**config.mk**
```make
export PLATFORM = sky130hd
export DESIGN_NAME = uart_hex_rx
export DESIGN_NICKNAME = d
export VERILOG_FILES = /design/src/rtl/uart_hex_rx.sv
export SDC_FILE = /design/constraint.sdc
export NUM_CORES = 1
export LEC_CHECK = 0
export CAP_MARGIN = 25
export CORE_ASPECT_RATIO = 1.25
export CORE_UTILIZATION = 48
export DETAILED_ROUTE_END_ITERATION = 7
export HOLD_SLACK_MARGIN = 0.05
export MAX_ROUTING_LAYER = met4
export PLACE_DENSITY = 0.83
export SLEW_MARGIN = 20
export SYNTH_ARGS = -nofsm -noshare
export SYNTH_HDL_FRONTEND = slang
export SYNTH_SLANG_ARGS = --single-unit
```
**constraint.sdc**
```tcl
create_clock -name clk -period 1.7 [get_ports clk]
set_input_delay 0.425 -clock clk [delete_from_list [all_inputs] [get_ports clk]]
set_output_delay 0.425 -clock clk [all_outputs]
set_load 0.005 [all_outputs]
```
**src/rtl/uart_hex_rx.sv**
```systemverilog
// Receive-side command parser: turns CR/LF-terminated lines of ASCII hex digits
// into seq_dp_width-bit words presented over a valid/ready handshake.
module uart_hex_rx #(
    parameter int unsigned seq_dp_width = 16,
    parameter int unsigned uart_num_nib = seq_dp_width / 4
) (
    input  logic                    clk,
    input  logic                    rst,
    input  logic [7:0]              i_rx_data,
    input  logic                    i_rx_valid,
    output logic [seq_dp_width-1:0] o_cmd_data,
    output logic                    o_cmd_valid,
    input  logic                    i_cmd_ready,
    output logic                    o_err,
    output logic [1:0]              o_err_code
);

    localparam int unsigned     CntW       = $clog2(uart_num_nib + 1);
    localparam logic [CntW-1:0] CntMax     = CntW'(uart_num_nib);
    localparam logic [1:0]      ErrBadChar = 2'd1;
    localparam logic [1:0]      ErrTooLong = 2'd2;
    localparam logic [1:0]      ErrOverrun = 2'd3;

    typedef enum logic [1:0] {StIdle, StAcc, StBad} state_e;

    state_e                  state_q, state_d;
    logic [seq_dp_width-1:0] acc_q, acc_d;
    logic [CntW-1:0]         cnt_q, cnt_d;
    logic [1:0]              bad_code_q, bad_code_d;
    logic [seq_dp_width-1:0] cmd_data_q, cmd_data_d;
    logic                    cmd_valid_q, cmd_valid_d;
    logic                    err_q, err_d;
    logic [1:0]              err_code_q, err_code_d;

    logic       is_hex;
    logic       is_term;
    logic [3:0] nibble;
    logic       word_done;

    always_comb begin
        is_hex = 1'b1;
        nibble = i_rx_data[3:0];
        if (i_rx_data >= 8'h30 && i_rx_data <= 8'h39) begin
            nibble = i_rx_data[3:0];
        end else if ((i_rx_data >= 8'h41 && i_rx_data <= 8'h46) ||
                     (i_rx_data >= 8'h61 && i_rx_data <= 8'h66)) begin
            nibble = i_rx_data[3:0] + 4'd9;
        end else begin
            is_hex = 1'b0;
        end
        is_term = (i_rx_data == 8'h0D) || (i_rx_data == 8'h0A);
    end

    always_ff @(posedge clk or negedge rst) begin
        if (!rst) begin
            state_q     <= StIdle;
            acc_q       <= '0;
            cnt_q       <= '0;
            bad_code_q  <= 2'd0;
            cmd_data_q  <= '0;
            cmd_valid_q <= 1'b0;
            err_q       <= 1'b0;
            err_code_q  <= 2'd0;
        end else begin
            state_q     <= state_d;
            acc_q       <= acc_d;
            cnt_q       <= cnt_d;
            bad_code_q  <= bad_code_d;
            cmd_data_q  <= cmd_data_d;
            cmd_valid_q <= cmd_valid_d;
            err_q       <= err_d;
            err_code_q  <= err_code_d;
        end
    end

    always_comb begin
        state_d     = state_q;
        acc_d       = acc_q;
        cnt_d       = cnt_q;
        bad_code_d  = bad_code_q;
        cmd_data_d  = cmd_data_q;
        cmd_valid_d = cmd_valid_q & ~i_cmd_ready;
        err_d       = 1'b0;
        err_code_d  = err_code_q;
        word_done   = 1'b0;

        if (i_rx_valid) begin
            unique case (state_q)
                StIdle: begin
                    if (is_hex) begin
                        acc_d   = seq_dp_width'(nibble);
                        cnt_d   = CntW'(1);
                        state_d = StAcc;
                    end else if (!is_term) begin
                        bad_code_d = ErrBadChar;
                        state_d    = StBad;
                    end
                end
                StAcc: begin
                    if (is_term) begin
                        word_done = 1'b1;
                        acc_d     = '0;
                        cnt_d     = '0;
                        state_d   = StIdle;
                    end else if (is_hex && cnt_q < CntMax) begin
                        acc_d = (acc_q << 4) | seq_dp_width'(nibble);
                        cnt_d = cnt_q + CntW'(1);
                    end else begin
                        bad_code_d = is_hex ? ErrTooLong : ErrBadChar;
                        acc_d      = '0;
                        cnt_d      = '0;
                        state_d    = StBad;
                    end
                end
                StBad: begin
                    if (is_term) begin
                        err_d      = 1'b1;
                        err_code_d = bad_code_q;
                        state_d    = StIdle;
                    end
                end
                default: state_d = StIdle;
            endcase
        end

        // A word completing while the slot is busy is dropped; the pending word stays.
        if (word_done) begin
            if (!cmd_valid_q || i_cmd_ready) begin
                cmd_data_d  = acc_q;
                cmd_valid_d = 1'b1;
            end else begin
                err_d      = 1'b1;
                err_code_d = ErrOverrun;
            end
        end
    end

    always_comb begin
        o_cmd_data  = cmd_data_q;
        o_cmd_valid = cmd_valid_q;
        o_err       = err_q;
        o_err_code  = err_code_q;
    end

endmodule

```
Yosys cells after proc, flatten, opt, wreduce, memory -nomap -nowiden

Cells that the tools add are included.
W data, S select, Z words.

Register bits after elaboration: 43
Input port bits: 12
Logic and storage cells: 84

Add/sub/neg operators: 2
Magnitude comparators: 7
Eq/ne operators: 12
Muxes and demuxes: 38
Bitwise logic cells: 3
Reductions and logical operators: 14

Operators by type and width:

| cell                  | number |
|---|---|
| $mux W16              | 3 |
| $pmux W16 S2          | 1 |
| $mux W2               | 15 |
| $eq A8 B4 Y1 const B  | 2 |
| $ge A8 B7 Y1 const B  | 2 |
| $le A8 B7 Y1 const B  | 2 |
| $or A16 B4 Y16        | 1 |
| $ne A2 B2 Y1 const B  | 6 |
| $mux W1               | 11 |
| $mux W3               | 3 |
| $ge A8 B6 Y1 const B  | 1 |
| $le A8 B6 Y1 const B  | 1 |
| $mux W4               | 2 |
| $ne A3 B3 Y1 const B  | 2 |
| $pmux W2 S3           | 1 |
| $pmux W3 S2           | 1 |
| $reduce_and A6 Y1     | 1 |
| $add A4 B4 Y4 const B | 1 |
| $logic_and A1 B1 Y1   | 4 |
| $pmux W2 S2           | 1 |
| $reduce_and A4 Y1     | 1 |
| $add A3 B1 Y3 const B | 1 |
| $logic_or A1 B1 Y1    | 3 |
| $lt A3 B3 Y1 const B  | 1 |
| 9 further kinds       | 9 |

Logic depth before layout (Yosys ltp)

Word-level depth: 9
Depth in mapped cells: 8

Worst setup path after synthesis

Ideal clock, no wire load.

Path kind: input to register
From: in i_rx_data[0]
To: reg acc_q[0]
Setup time: 0.125 ns
Arrival: 2.057 ns
Setup slack: -0.482 ns
Cell stages on the path: 7
Buffers on the path: 1
Cell sequence: inv_1 > ha_1 > or3b_1 > and3_1 > buf_2 > o21ai_2 > mux2_2

Word-level cells in the longest chain between the ends: 9
Elaborated cells between the ends (all ways): 26
Those cells by class: 1 x add/sub; 6 x order compare; 3 x eq/ne; 8 x mux; 1 x bitwise; 7 x reduce/logical

RTL lines:

| element                                               | RTL line | source |
|---|---|---|
| start: declaration                                    | 9        | `input logic [7:0] i_rx_data,` |
| $ge A8 B7 Y1, or another cell as far along            | 45       | `end else if ((i_rx_data >= 8'h41 && i_rx_data <= 8'h46) \|\|` |
| $logic_and A1 B1 Y1 (on tied branches)                | 45, 46   |  |
| $logic_or A1 B1 Y1                                    | 45       |  |
| $mux W4 or $mux W1 (tied branches)                    | 45       |  |
| $mux W4 or $mux W1 (tied branches)                    | 43       | `if (i_rx_data >= 8'h30 && i_rx_data <= 8'h39) begin` |
| $or A16 B4 Y16 or $logic_and A1 B1 Y1 (tied branches) | 106, 105 |  |
| $mux W16                                              | 105      | `end else if (is_hex && cnt_q < CntMax) begin` |
| $mux W16                                              | 100      | `if (is_term) begin` |
| $pmux W16 S2                                          | 88       | `unique case (state_q)` |
| end signal: assignment                                | 57       | `acc_q <= '0;` |
| end signal: assignment                                | 66       | `acc_q <= acc_d;` |
| end: declaration                                      | 27       | `logic [seq_dp_width-1:0] acc_q, acc_d;` |

Parallel ways exist; a longest one is shown, timed or not. The select of a mux whose other input is x is not followed.
A chain may end at the register's enable or synchronous reset.

Worst setup path in the final report

From: in i_rx_data[1]
To: reg cmd_data_q[3], in the netlist o_cmd_data[3]

Word-level cells in the longest chain between the ends: 6
Elaborated cells between the ends (all ways): 7
Those cells by class: 2 x eq/ne; 3 x mux; 2 x reduce/logical

RTL lines:

| element                       | RTL line | source |
|---|---|---|
| $eq A8 B4 Y1                  | 51       | `is_term = (i_rx_data == 8'h0D) \|\| (i_rx_data == 8'h0A);` |
| $logic_or A1 B1 Y1 *          | 51       |  |
| $mux W1 *                     | 100      |  |
| $mux W1 *                     | 88       |  |
| $mux W1 *                     | 87       | `if (i_rx_valid) begin` |
| $reduce_and A2 Y1 (no line) * | n/a      |  |
| end signal: assignment        | 69       | `cmd_data_q <= cmd_data_d;` |
| end: declaration              | 30       | `logic [seq_dp_width-1:0] cmd_data_q, cmd_data_d;` |

Every way passes the cells marked *; elsewhere a longest branch is shown, timed or not.

==> impl_metrics.csv <==
group,metric,value,unit
global_routing,first_global_vias,1733,
yosys,syn_inst,150,
sta,max_freq,0.551,GHz
pwr,p_per_area,752,nW/um^2
setup_path,cp-end-kind,"register",
final_layout,seq_area,1080,sq um
placement,gp_congestion,0.796,
detailed_routing,vias,1632,
yosys,synth_top_cell_by_area,"dfrtp_1",
pwr,pwr-share-comb,0.182,
global_routing,overflow,0,
yosys,syn_nets,167,
sta,min_period,1.81,ns
floorplan,die_h,75.2,microns
setup_path,r2r_cells,5,
flow_run,cap_violations,0,
setup_path,required,1.88,ns
run_status,status,"complete, but fails checks",
sta,finClkSkew,0.00289,ns
setup_path,r2r_end,"o_cmd_data[3]",
sta,finalHoldViolCount,0,
detailed_routing,drt_iter0_markers,66,
setup_path,cpPeakStageDelay,0.33,ns
yosys,async_flop_share,1.00,
setup_path,path_cells,"buf_12 > inv_16 > ha_4 > buf_6 > mux2_4 > nand3_4 > nor3_4 > clkbuf_16 > mux2_4",
yosys,ys.flop_type,"dfrtp_1",
placement,place_ws,-1.10,ns
detailed_routing,avgRoutedWirePerCell,18.5,microns
floorplan,chipWidth,60.6,microns
sta,rsz0062_at_grt,"yes",
pwr,swShare,0.266,
setup_path,critPathTopFamily,"buffers and inverters",
yosys,synth_area,2060,sq um
setup_path,rr_startpoint,"state_q[1]",
final_layout,areaGrowthSynthToFinish,49.1,%
cts,numClockSinks,43,
final_layout,multi_input_area,1070,sq um
detailed_routing,via_per_inst,5.75,
detailed_routing,wl,5250,microns
cts,cts_made_buffers,5,
yosys,synth_cell_type_count,47,
floorplan,core,4100,sq um
final_layout,final_cell_mix,"43 x dfrtp_1, 35 x buf_4, 22 x clkdlybuf4s50_1, 18 x mux2_4, 14 x a22o_1",
pwr,ir_drop,0.384,mV
setup_path,crit_arrival,1.99,ns
yosys,synth_seq_cells,43,
pwr,power_switching,614,uW
placement,hpwl,3430,microns
global_routing,grt_pass1_wl,8180,microns
setup_path,path_buf_inv,4,
worst_hold_path,hold_path.class,"primary input to asynchronous set/reset pin",
sta,holdWs,0.104,ns
final_layout,fillCellCount,263,
final_layout,nNetsFinal,244,
cts,insertion_delay,0.29,ns
yosys,synth_top_area_frac,0.523,
pwr,pwr-share-seq,0.514,
final_layout,num_antenna_cells,0,
pwr,intPower,1.69,mW
setup_path,crit_top_cell,"mux2_4",
sta,worstMarginPinSlew,0.535,ns
yosys,synth-edff-count,0,
floorplan,dieArea,4550,sq um
placement,portBuffers,31,
global_routing,grt.total_usage,0.254,
setup_path,crit_cells,9,
cts,cts_tree,"yes",
sta,setup_violations,34,
cts,clockBufferDepth,2,
setup_path,startpoint_type,"primary input",
yosys,yosysSeqAreaShare,0.523,
detailed_routing,remaining_drc_errors,0,
sta,maxSlewHeadroom,0.644,
cts,clock-root-buffer,"clkbuf_8",
floorplan,boundaryPins,32,
floorplan,rows,26,
yosys,ys_top_cells_by_area,"dfrtp_1 52%, mux2_2 9.9%, a22o_1 6.0%",
cts,htree_levels,2,
final_layout,drive_gt1_frac,0.478,
global_routing,grt_max_degree,26,
setup_path,reg2reg_slack,0.12,ns
placement,dp_cells,261,
sta,fin_crit_sh,1.07,
setup_path,crit_fanout,8,
global_routing,grt_antenna_before_repair,0,
cts,clk_pin_slew,0.07,ns
pwr,clockPowerShare,0.304,
final_layout,stdcell_count,284,
setup_path,cpMaxStageDelayCell,"nor3_4",
yosys,ys_warn_count,0,
setup_path,startpoint,"i_rx_data[1]",
detailed_routing,drtAntennaViolNets,0,
yosys,synth_area_per_cell,13.7,sq um
sta,finalMaxSlewViolations,0,
pwr,leakagePower,1.40,nW
run_status,violations,"setup timing",
floorplan,initial_core_util,0.502,
final_layout,final_util,0.748,
final_layout,final_common_cell,"dfrtp_1",
sta,worst_slack,-0.114,ns
setup_path,path_class,"primary input to register",
detailed_routing,drt_first_pass_iters,4,
cells in the mapped netlist, types with 2 or more instances:
| cell type | number |
|---|---|
| a21oi_1 | 3 |
| a22o_1 | 14 |
| a31o_2 | 2 |
| a32o_1 | 2 |
| and2_1 | 2 |
| and3_1 | 2 |
| buf_6 | 2 |
| dfrtp_1 | 43 |
| ha_1 | 5 |
| inv_1 | 5 |
| mux2_2 | 18 |
| mux2i_1 | 4 |
| nand2_1 | 5 |
| nand2b_1 | 2 |
| nand3_1 | 6 |
| nor2_1 | 2 |
| nor2b_1 | 2 |
| o32a_2 | 2 |
flip-flops by register name, summed over array words and instances, names as in the netlist:
name         cells
o_err_code       2
o_cmd_data      16
o_err            1
state_q          2
acc_q           16
bad_code_q       2
cnt_q            3
o_cmd_valid      1
power groups by stage:
stage / combinational [mW] / sequential (mW) / clock (mW)
6_report: 0.419 / 1.19 / 0.700
5_1_grt: 0.451 / 1.20 / 0.746
4_1_cts: 0.391 / 1.19 / 0.715
3_5_place_dp: 0.356 / 1.20 / 0
3_3_place_gp: 0.333 / 1.19 / 0
2_1_floorplan: 0.204 / 1.17 / 0
logic make-up after synthesis:
family,share of synthesized area
and+or+nand+nor,0.102
adders and majority gates,0.0304
DFF,0.523
muxes,0.118
AOI/OAI and AO/OA,0.189
buffers and inverters,0.0377
layer usage:
metal  share of wire  up-vias  GRT usage
li1                -      726          -
met1            0.36      840      0.251
met2            0.58       55      0.459
met3           0.031       11     0.0481
met4           0.025        0      0.136
met5               0        -          -
through the flow:
| stage | TNS [ns] | area, sq um | power [mW] |
|---|---|---|---|
| after floorplan | -4.68 | 2190 | 1.37 |
| after global placement | -35.07 | 2750 | 1.52 |
| after detailed placement | -37.99 | 2750 | 1.56 |
| after CTS | -4.29 | 3020 | 2.29 |
| after global routing | -3.67 | 3070 | 2.39 |
| final | -2.06 | 3070 | 2.31 |
timing repair:
action | 4_1_cts | 5_1_grt
pin swaps | 13 | 17
resized for setup | 32 | 25
hold buffers | 0 | 0
cloned | 1 | 1
buffers inserted | 10 | 8
setup endpoints to repair | 43 | 41
final cells by class:
type / instances / share of cell area
flip-flops and latches: 43 / 0.351
multi-input cells: 95 / 0.348
repair buffers: 77 / 0.233
clock buffers: 8 / 0.0326
well taps: 56 / 0.0228
inverters: 5 / 0.0131
worst max path at each step:
stage | end | slack, ns
global route | o_cmd_data[10] | -0.17
finish | o_cmd_data[3] | -0.11
detailed placement | acc_q[6] | -1.10
global placement | acc_q[15] | -1.02
floorplan | acc_q[0] | -0.22
CTS | acc_q[6] | -0.20
Power figures use the tool's default switching activity.
